<file path="config.mk">
export PLATFORM = sky130hd
export DESIGN_NAME = alu_decoder_pipe
export DESIGN_NICKNAME = d
export VERILOG_FILES = /design/src/rtl/alu_pkg.sv /design/src/rtl/alu_decode_comb.sv /design/src/rtl/alu_decoder_pipe.sv
export SDC_FILE = /design/constraint.sdc
export NUM_CORES = 1
export LEC_CHECK = 0
export CAP_MARGIN = 15
export CORE_AREA = 3 3 44 46
export CTS_CLUSTER_SIZE = 14
export DETAILED_ROUTE_END_ITERATION = 6
export DIE_AREA = 0 0 47 49
export DONT_BUFFER_PORTS = 1
export GPL_ROUTABILITY_DRIVEN = 0
export PLACE_DENSITY = 0.77
export SLEW_MARGIN = 20
export SYNTH_ARGS = -nofsm -noshare
export SYNTH_HDL_FRONTEND = slang
export SYNTH_SLANG_ARGS = --single-unit
</file>
<file path="constraint.sdc">
create_clock -name clk -period 2.3 [get_ports clk]
set_input_delay 0.69 -clock clk [delete_from_list [all_inputs] [get_ports clk]]
set_output_delay 0.69 -clock clk [all_outputs]
set_load 0.005 [all_outputs]
</file>
<file path="src/rtl/alu_pkg.sv">
// Shared encodings for the registered RV32 ALU decoder: ALUControl codes,
// ALUOp classes and the pipeline FSM states.
package alu_pkg;

  localparam logic [3:0] ALU_ADD  = 4'b0000;
  localparam logic [3:0] ALU_SUB  = 4'b0001;
  localparam logic [3:0] ALU_AND  = 4'b0010;
  localparam logic [3:0] ALU_OR   = 4'b0011;
  localparam logic [3:0] ALU_SLL  = 4'b0100;
  localparam logic [3:0] ALU_SLT  = 4'b0101;
  localparam logic [3:0] ALU_XOR  = 4'b0110;
  localparam logic [3:0] ALU_SRL  = 4'b0111;
  localparam logic [3:0] ALU_SRA  = 4'b1000;
  localparam logic [3:0] ALU_SLTU = 4'b1001;
  localparam logic [3:0] ALU_MUL  = 4'b1010;
  localparam logic [3:0] ALU_MULH = 4'b1011;
  localparam logic [3:0] ALU_DIV  = 4'b1100;
  localparam logic [3:0] ALU_DIVU = 4'b1101;
  localparam logic [3:0] ALU_REM  = 4'b1110;
  localparam logic [3:0] ALU_REMU = 4'b1111;

  localparam logic [1:0] ALUOP_MEM    = 2'b00;
  localparam logic [1:0] ALUOP_BRANCH = 2'b01;
  localparam logic [1:0] ALUOP_ARITH  = 2'b10;
  localparam logic [1:0] ALUOP_RSVD   = 2'b11;

  typedef enum logic [1:0] {
    IDLE = 2'b00,
    OUT  = 2'b01,
    MDU  = 2'b10
  } state_t;

endpackage

</file>
<file path="src/rtl/alu_decode_comb.sv">
// Combinational field decode: ALUOp/funct3/funct7 bits to ALUControl plus
// illegal, multi-cycle (mul/div) and divider-class flags.
module alu_decode_comb
  import alu_pkg::*;
#(
  parameter int M_EXT = 1
) (
  input  logic [1:0] alu_op,
  input  logic [2:0] funct3,
  input  logic       funct7b5,
  input  logic       funct7b0,
  input  logic       opb5,
  output logic [3:0] alu_ctrl,
  output logic       illegal,
  output logic       is_mdu,
  output logic       is_div
);

  always_comb begin
    alu_ctrl = ALU_ADD;
    illegal  = 1'b0;
    is_mdu   = 1'b0;
    is_div   = 1'b0;
    case (alu_op)
      ALUOP_MEM: alu_ctrl = ALU_ADD;
      ALUOP_BRANCH: begin
        case (funct3)
          3'b000, 3'b001: alu_ctrl = ALU_SUB;
          3'b100, 3'b101: alu_ctrl = ALU_SLT;
          3'b110, 3'b111: alu_ctrl = ALU_SLTU;
          default:        illegal  = 1'b1;
        endcase
      end
      ALUOP_ARITH: begin
        if (opb5 && funct7b0) begin
          if (M_EXT != 0) begin
            is_mdu = 1'b1;
            case (funct3)
              3'b000:  alu_ctrl = ALU_MUL;
              3'b100:  begin alu_ctrl = ALU_DIV;  is_div = 1'b1; end
              3'b101:  begin alu_ctrl = ALU_DIVU; is_div = 1'b1; end
              3'b110:  begin alu_ctrl = ALU_REM;  is_div = 1'b1; end
              3'b111:  begin alu_ctrl = ALU_REMU; is_div = 1'b1; end
              default: alu_ctrl = ALU_MULH;
            endcase
          end else begin
            illegal = 1'b1;
          end
        end else begin
          case (funct3)
            3'b000:  alu_ctrl = (opb5 && funct7b5) ? ALU_SUB : ALU_ADD;
            3'b001:  alu_ctrl = ALU_SLL;
            3'b010:  alu_ctrl = ALU_SLT;
            3'b011:  alu_ctrl = ALU_SLTU;
            3'b100:  alu_ctrl = ALU_XOR;
            3'b101:  alu_ctrl = funct7b5 ? ALU_SRA : ALU_SRL;
            3'b110:  alu_ctrl = ALU_OR;
            default: alu_ctrl = ALU_AND;
          endcase
          // bit 30 only has meaning for sub and sra in R-type encodings
          if (opb5 && funct7b5 && funct3 != 3'b000 && funct3 != 3'b101)
            illegal = 1'b1;
        end
      end
      default: illegal = 1'b1;
    endcase
    if (illegal) alu_ctrl = ALU_ADD;
  end

endmodule

</file>
<file path="src/rtl/alu_decoder_pipe.sv">
// Registered ALU decoder with valid/ready handshake, flush, and a countdown
// hold for mul/div ops before their result is presented.
module alu_decoder_pipe
  import alu_pkg::*;
#(
  parameter int M_EXT   = 1,
  parameter int MUL_LAT = 2,
  parameter int DIV_LAT = 8
) (
  input  logic       clk,
  input  logic       reset_n,
  input  logic       flush,
  input  logic       in_valid,
  output logic       in_ready,
  input  logic [1:0] ALUOp,
  input  logic [2:0] funct3,
  input  logic       funct7b5,
  input  logic       funct7b0,
  input  logic       opb5,
  output logic       out_valid,
  input  logic       out_ready,
  output logic [3:0] ALUControl,
  output logic       out_illegal,
  output logic       mdu_start,
  output logic       busy,
  output logic [1:0] dbg_state
);

  // Handshake: a transfer happens on a rising edge where valid and ready are
  // both high; out_valid with its data stays stable until out_ready is seen.
  localparam logic [3:0] MUL_CNT = 4'(MUL_LAT - 1);
  localparam logic [3:0] DIV_CNT = 4'(DIV_LAT - 1);

  state_t     state_q, state_d;
  logic [3:0] cnt_q, cnt_d;
  logic [3:0] alu_ctrl_q, alu_ctrl_d;
  logic       illegal_q, illegal_d;
  logic       out_valid_q, out_valid_d;
  logic       mdu_start_q, mdu_start_d;
  logic       busy_q, busy_d;

  logic [3:0] dec_ctrl;
  logic       dec_illegal, dec_is_mdu, dec_is_div;
  logic       accept;

  alu_decode_comb #(.M_EXT(M_EXT)) u_dec (
    .alu_op   (ALUOp),
    .funct3   (funct3),
    .funct7b5 (funct7b5),
    .funct7b0 (funct7b0),
    .opb5     (opb5),
    .alu_ctrl (dec_ctrl),
    .illegal  (dec_illegal),
    .is_mdu   (dec_is_mdu),
    .is_div   (dec_is_div)
  );

  assign in_ready = (state_q == IDLE) || (state_q == OUT && out_ready);
  assign accept   = in_valid && in_ready && !flush;

  always_comb begin
    state_d     = state_q;
    cnt_d       = cnt_q;
    alu_ctrl_d  = alu_ctrl_q;
    illegal_d   = illegal_q;
    out_valid_d = out_valid_q;
    busy_d      = busy_q;
    mdu_start_d = 1'b0;
    if (flush) begin
      state_d     = IDLE;
      cnt_d       = 4'd0;
      out_valid_d = 1'b0;
      busy_d      = 1'b0;
    end else if (accept) begin
      alu_ctrl_d = dec_ctrl;
      illegal_d  = dec_illegal;
      if (dec_is_mdu) begin
        state_d     = MDU;
        cnt_d       = dec_is_div ? DIV_CNT : MUL_CNT;
        mdu_start_d = 1'b1;
        busy_d      = 1'b1;
        out_valid_d = 1'b0;
      end else begin
        state_d     = OUT;
        out_valid_d = 1'b1;
        busy_d      = 1'b0;
      end
    end else begin
      case (state_q)
        OUT: begin
          if (out_ready) begin
            state_d     = IDLE;
            out_valid_d = 1'b0;
          end
        end
        MDU: begin
          if (cnt_q == 4'd0) begin
            state_d     = OUT;
            out_valid_d = 1'b1;
            busy_d      = 1'b0;
          end else begin
            cnt_d = cnt_q - 4'd1;
          end
        end
        default: ;
      endcase
    end
  end

  always_ff @(posedge clk or negedge reset_n) begin
    if (!reset_n) begin
      state_q     <= IDLE;
      cnt_q       <= 4'd0;
      alu_ctrl_q  <= ALU_ADD;
      illegal_q   <= 1'b0;
      out_valid_q <= 1'b0;
      mdu_start_q <= 1'b0;
      busy_q      <= 1'b0;
    end else begin
      state_q     <= state_d;
      cnt_q       <= cnt_d;
      alu_ctrl_q  <= alu_ctrl_d;
      illegal_q   <= illegal_d;
      out_valid_q <= out_valid_d;
      mdu_start_q <= mdu_start_d;
      busy_q      <= busy_d;
    end
  end

  assign out_valid   = out_valid_q;
  assign ALUControl  = alu_ctrl_q;
  assign out_illegal = illegal_q;
  assign mdu_start   = mdu_start_q;
  assign busy        = busy_q;
  assign dbg_state   = state_q;

endmodule
</file>
==> reports/metrics.cfg <==
[place]
place_ws_ns=0.246
port_buffers=0
place_area_um2=988
hpwl_mm=1.50
dpl.cell_count=119

[clocking]
cts_setup_buffers=0
clk_latency_ns=0.28
root_buffer=clkbuf_4
cts_hold_buf=0
clk_pin_slew_worst_paths_ns=0.08
clock-sinks=13
cts_buffers=3
cts_buffer_depth=2
cts_tree=yes
cts_resized=0
htreeDepth=1

[sta]
slew-limit-headroom_pct=73.4
fin_crit_sh_pct=89.7
finalSetupViolations=0
tns_ns=0
setup_ws_ns=0.237
max_freq_ghz=0.485
rsz0062_at_grt=false
worst_slew_pin_slew_ns=0.399
hold_violations=0
finalClockSkew_ns=0.00163
hold_ws_ns=0.0985
fin_crit_ns=2.06
slew_viol_final=0

[pwr]
total_leakage_power_nw=0.459
switchingPower_uw=132
power_frac_seq_pct=52.1
p_int_uw=350
vdd_drop_max_mv=0.458
clkPwrFrac_pct=29.3
swShare_pct=27.4
power_uw=482
combPwrFrac_pct=18.6
powerDensity_nw_per_um2=475

[routing]
dr_wl_met2_um=853
final_antenna_net_count=0
via_count=785
drt-pass1-iter-count=4
route.met3.wl_um=173
top_layer=met4
wl_per_cell_um=16.0
drc_errors=0
wl_mm=1.97
drtIter0Drc=34
wl_met1_um=908
viasPerCell=6.38

[grt]
grt_pass1_vias=695
antenna_found_initial=0
grt_pass1_wl_mm=3.26
grt_usage_pct=19.5
grt.overflow.total=0
grt_max_degree=15

[synthesis]
avgSynthCellArea_um2=9.28
synth_nets=129
ys_top_cells_by_area=dfrtp_1 32%, ha_1 10%, a21oi_1 5.5%, inv_1 4.5%, o21ai_0 3.5%
synth_top_family_by_area=compound AO/OA/AOI/OAI gates
synth.most_common_cell=dfrtp_1
synth_compound_gate_area_share_pct=28.3
synth_area_leader_cell=dfrtp_1
syn_area_um2=1000
synthMuxAreaShare_pct=2.12
ys_seq_area_share_pct=32.5
synth_simple_gate_area_share_pct=18.4
synthCells=108
synth_top_area_share_pct=32.5
synth_edf_count=0
synth_cell_types=43
dominantRegCellSynth=dfrtp_1
synthArstFlopShare_pct=100
yosysWarnings=0
synth_xor_area_share_pct=0.874
synth_seq_cells=13
synth_common_cells=13 x dfrtp_1, 12 x inv_1, 11 x a21oi_1
synthAdderAreaFrac_pct=9.99

[floorplanning]
core_um2=1540
die_width_um=47
io_pins=24
dieArea_um2=2300
start_util_pct=65.0
die_h_um=49
row_count=14

[final_layout]
antenna_cells=0
fin_util_pct=65.8
fin_area_um2=1010
seq_area_um2=325
syn2layout_area_growth_pct=1.25
fin_nets=129
nFillCells=132
multi_input_area_um2=598
layout-drive-gt1-share_pct=10.3
fin_cells=123

[critical_path]
path_max_fanout=9
cp-start-kind=register
critPathRequiredTime_ns=1.61
endpoint_kind=primary output
critPathKind=reg -> out
cpMaxStageDelayCell=dfrtp_1
slowest_delay_ns=0.41
worstPathCellList=inv_1 -> ha_1 -> a21o_1
path_buf_inv=1
arrival_ns=1.37
worst_path_dominant_cell_family=flip-flops

[hold_path]
hp-class=in -> async

[outcome]
status=completed

[run]
drv_cap=0

state kept, by name, summed over array words and instances (netlist names):
register / flops
ALUControl: 4
cnt_q: 4
dbg_state: 2
busy: 1
mdu_start: 1
out_illegal: 1
placed cells by master (no fill, tap or decap), types with 2 or more instances in the layout:
cell	n
clkbuf_4	3
a22oi_1	2
dfrtp_1	13
nor3_1	4
a21o_1	2
nand3_1	2
a21oi_1	11
nor3b_1	3
nand2_1	6
ha_1	8
nor2_1	3
a32o_1	2
a22o_1	3
o21ai_0	7
inv_1	12
logic make-up after synthesis:
group | Yosys count
AO/OA/AOI/OAI | 40
AND/OR/NAND/NOR | 27
buffers and inverters | 17
flip-flops | 13
adder cells (fa/ha/maj) | 8
multiplexers | 2
XOR/XNOR | 1
power groups by stage:
| stage | combinational [mW] | sequential (mW) | clock, mW |
|---|---|---|---|
| after floorplan | 0.0918 | 0.253 | 0 |
| after global placement | 0.0872 | 0.256 | 0 |
| after detailed placement | 0.0899 | 0.256 | 0 |
| after CTS | 0.0902 | 0.251 | 0.146 |
| after global routing | 0.102 | 0.253 | 0.165 |
| final | 0.0898 | 0.251 | 0.141 |
layout make-up:
cell class	count	share of cell area (%)
multi-input combinational	78	58.9
sequential	13	32.1
inverter	12	4.44
clock buffer	4	2.59
tap	16	1.97
final timing paths:
kind	start	endpoint	slack, ns	cells past startpoint
worst max-delay path	dbg_state[1]	in_ready	0.24	3
worst min-delay path	reset_n	dbg_state[0]	0.1	0
worst max register to register	dbg_state[1]	dbg_state[0]	0.32	6
worst min register to register	out_illegal	out_illegal	0.51	1
max in group asynchronous	reset_n	ALUControl[2]	2.13	0
min in group clk	flush	busy	0.47	1
routing by layer:
| metal | up-vias | global-route usage [%] |
|---|---|---|
| met5 | - | 0 |
| met4 | 0 | 6.91 |
| met3 | 5 | 7.38 |
| met2 | 33 | 24.2 |
| met1 | 356 | 30.1 |
| li1 | 391 | - |
No activity file was read; power rests on OpenSTA's default activity.
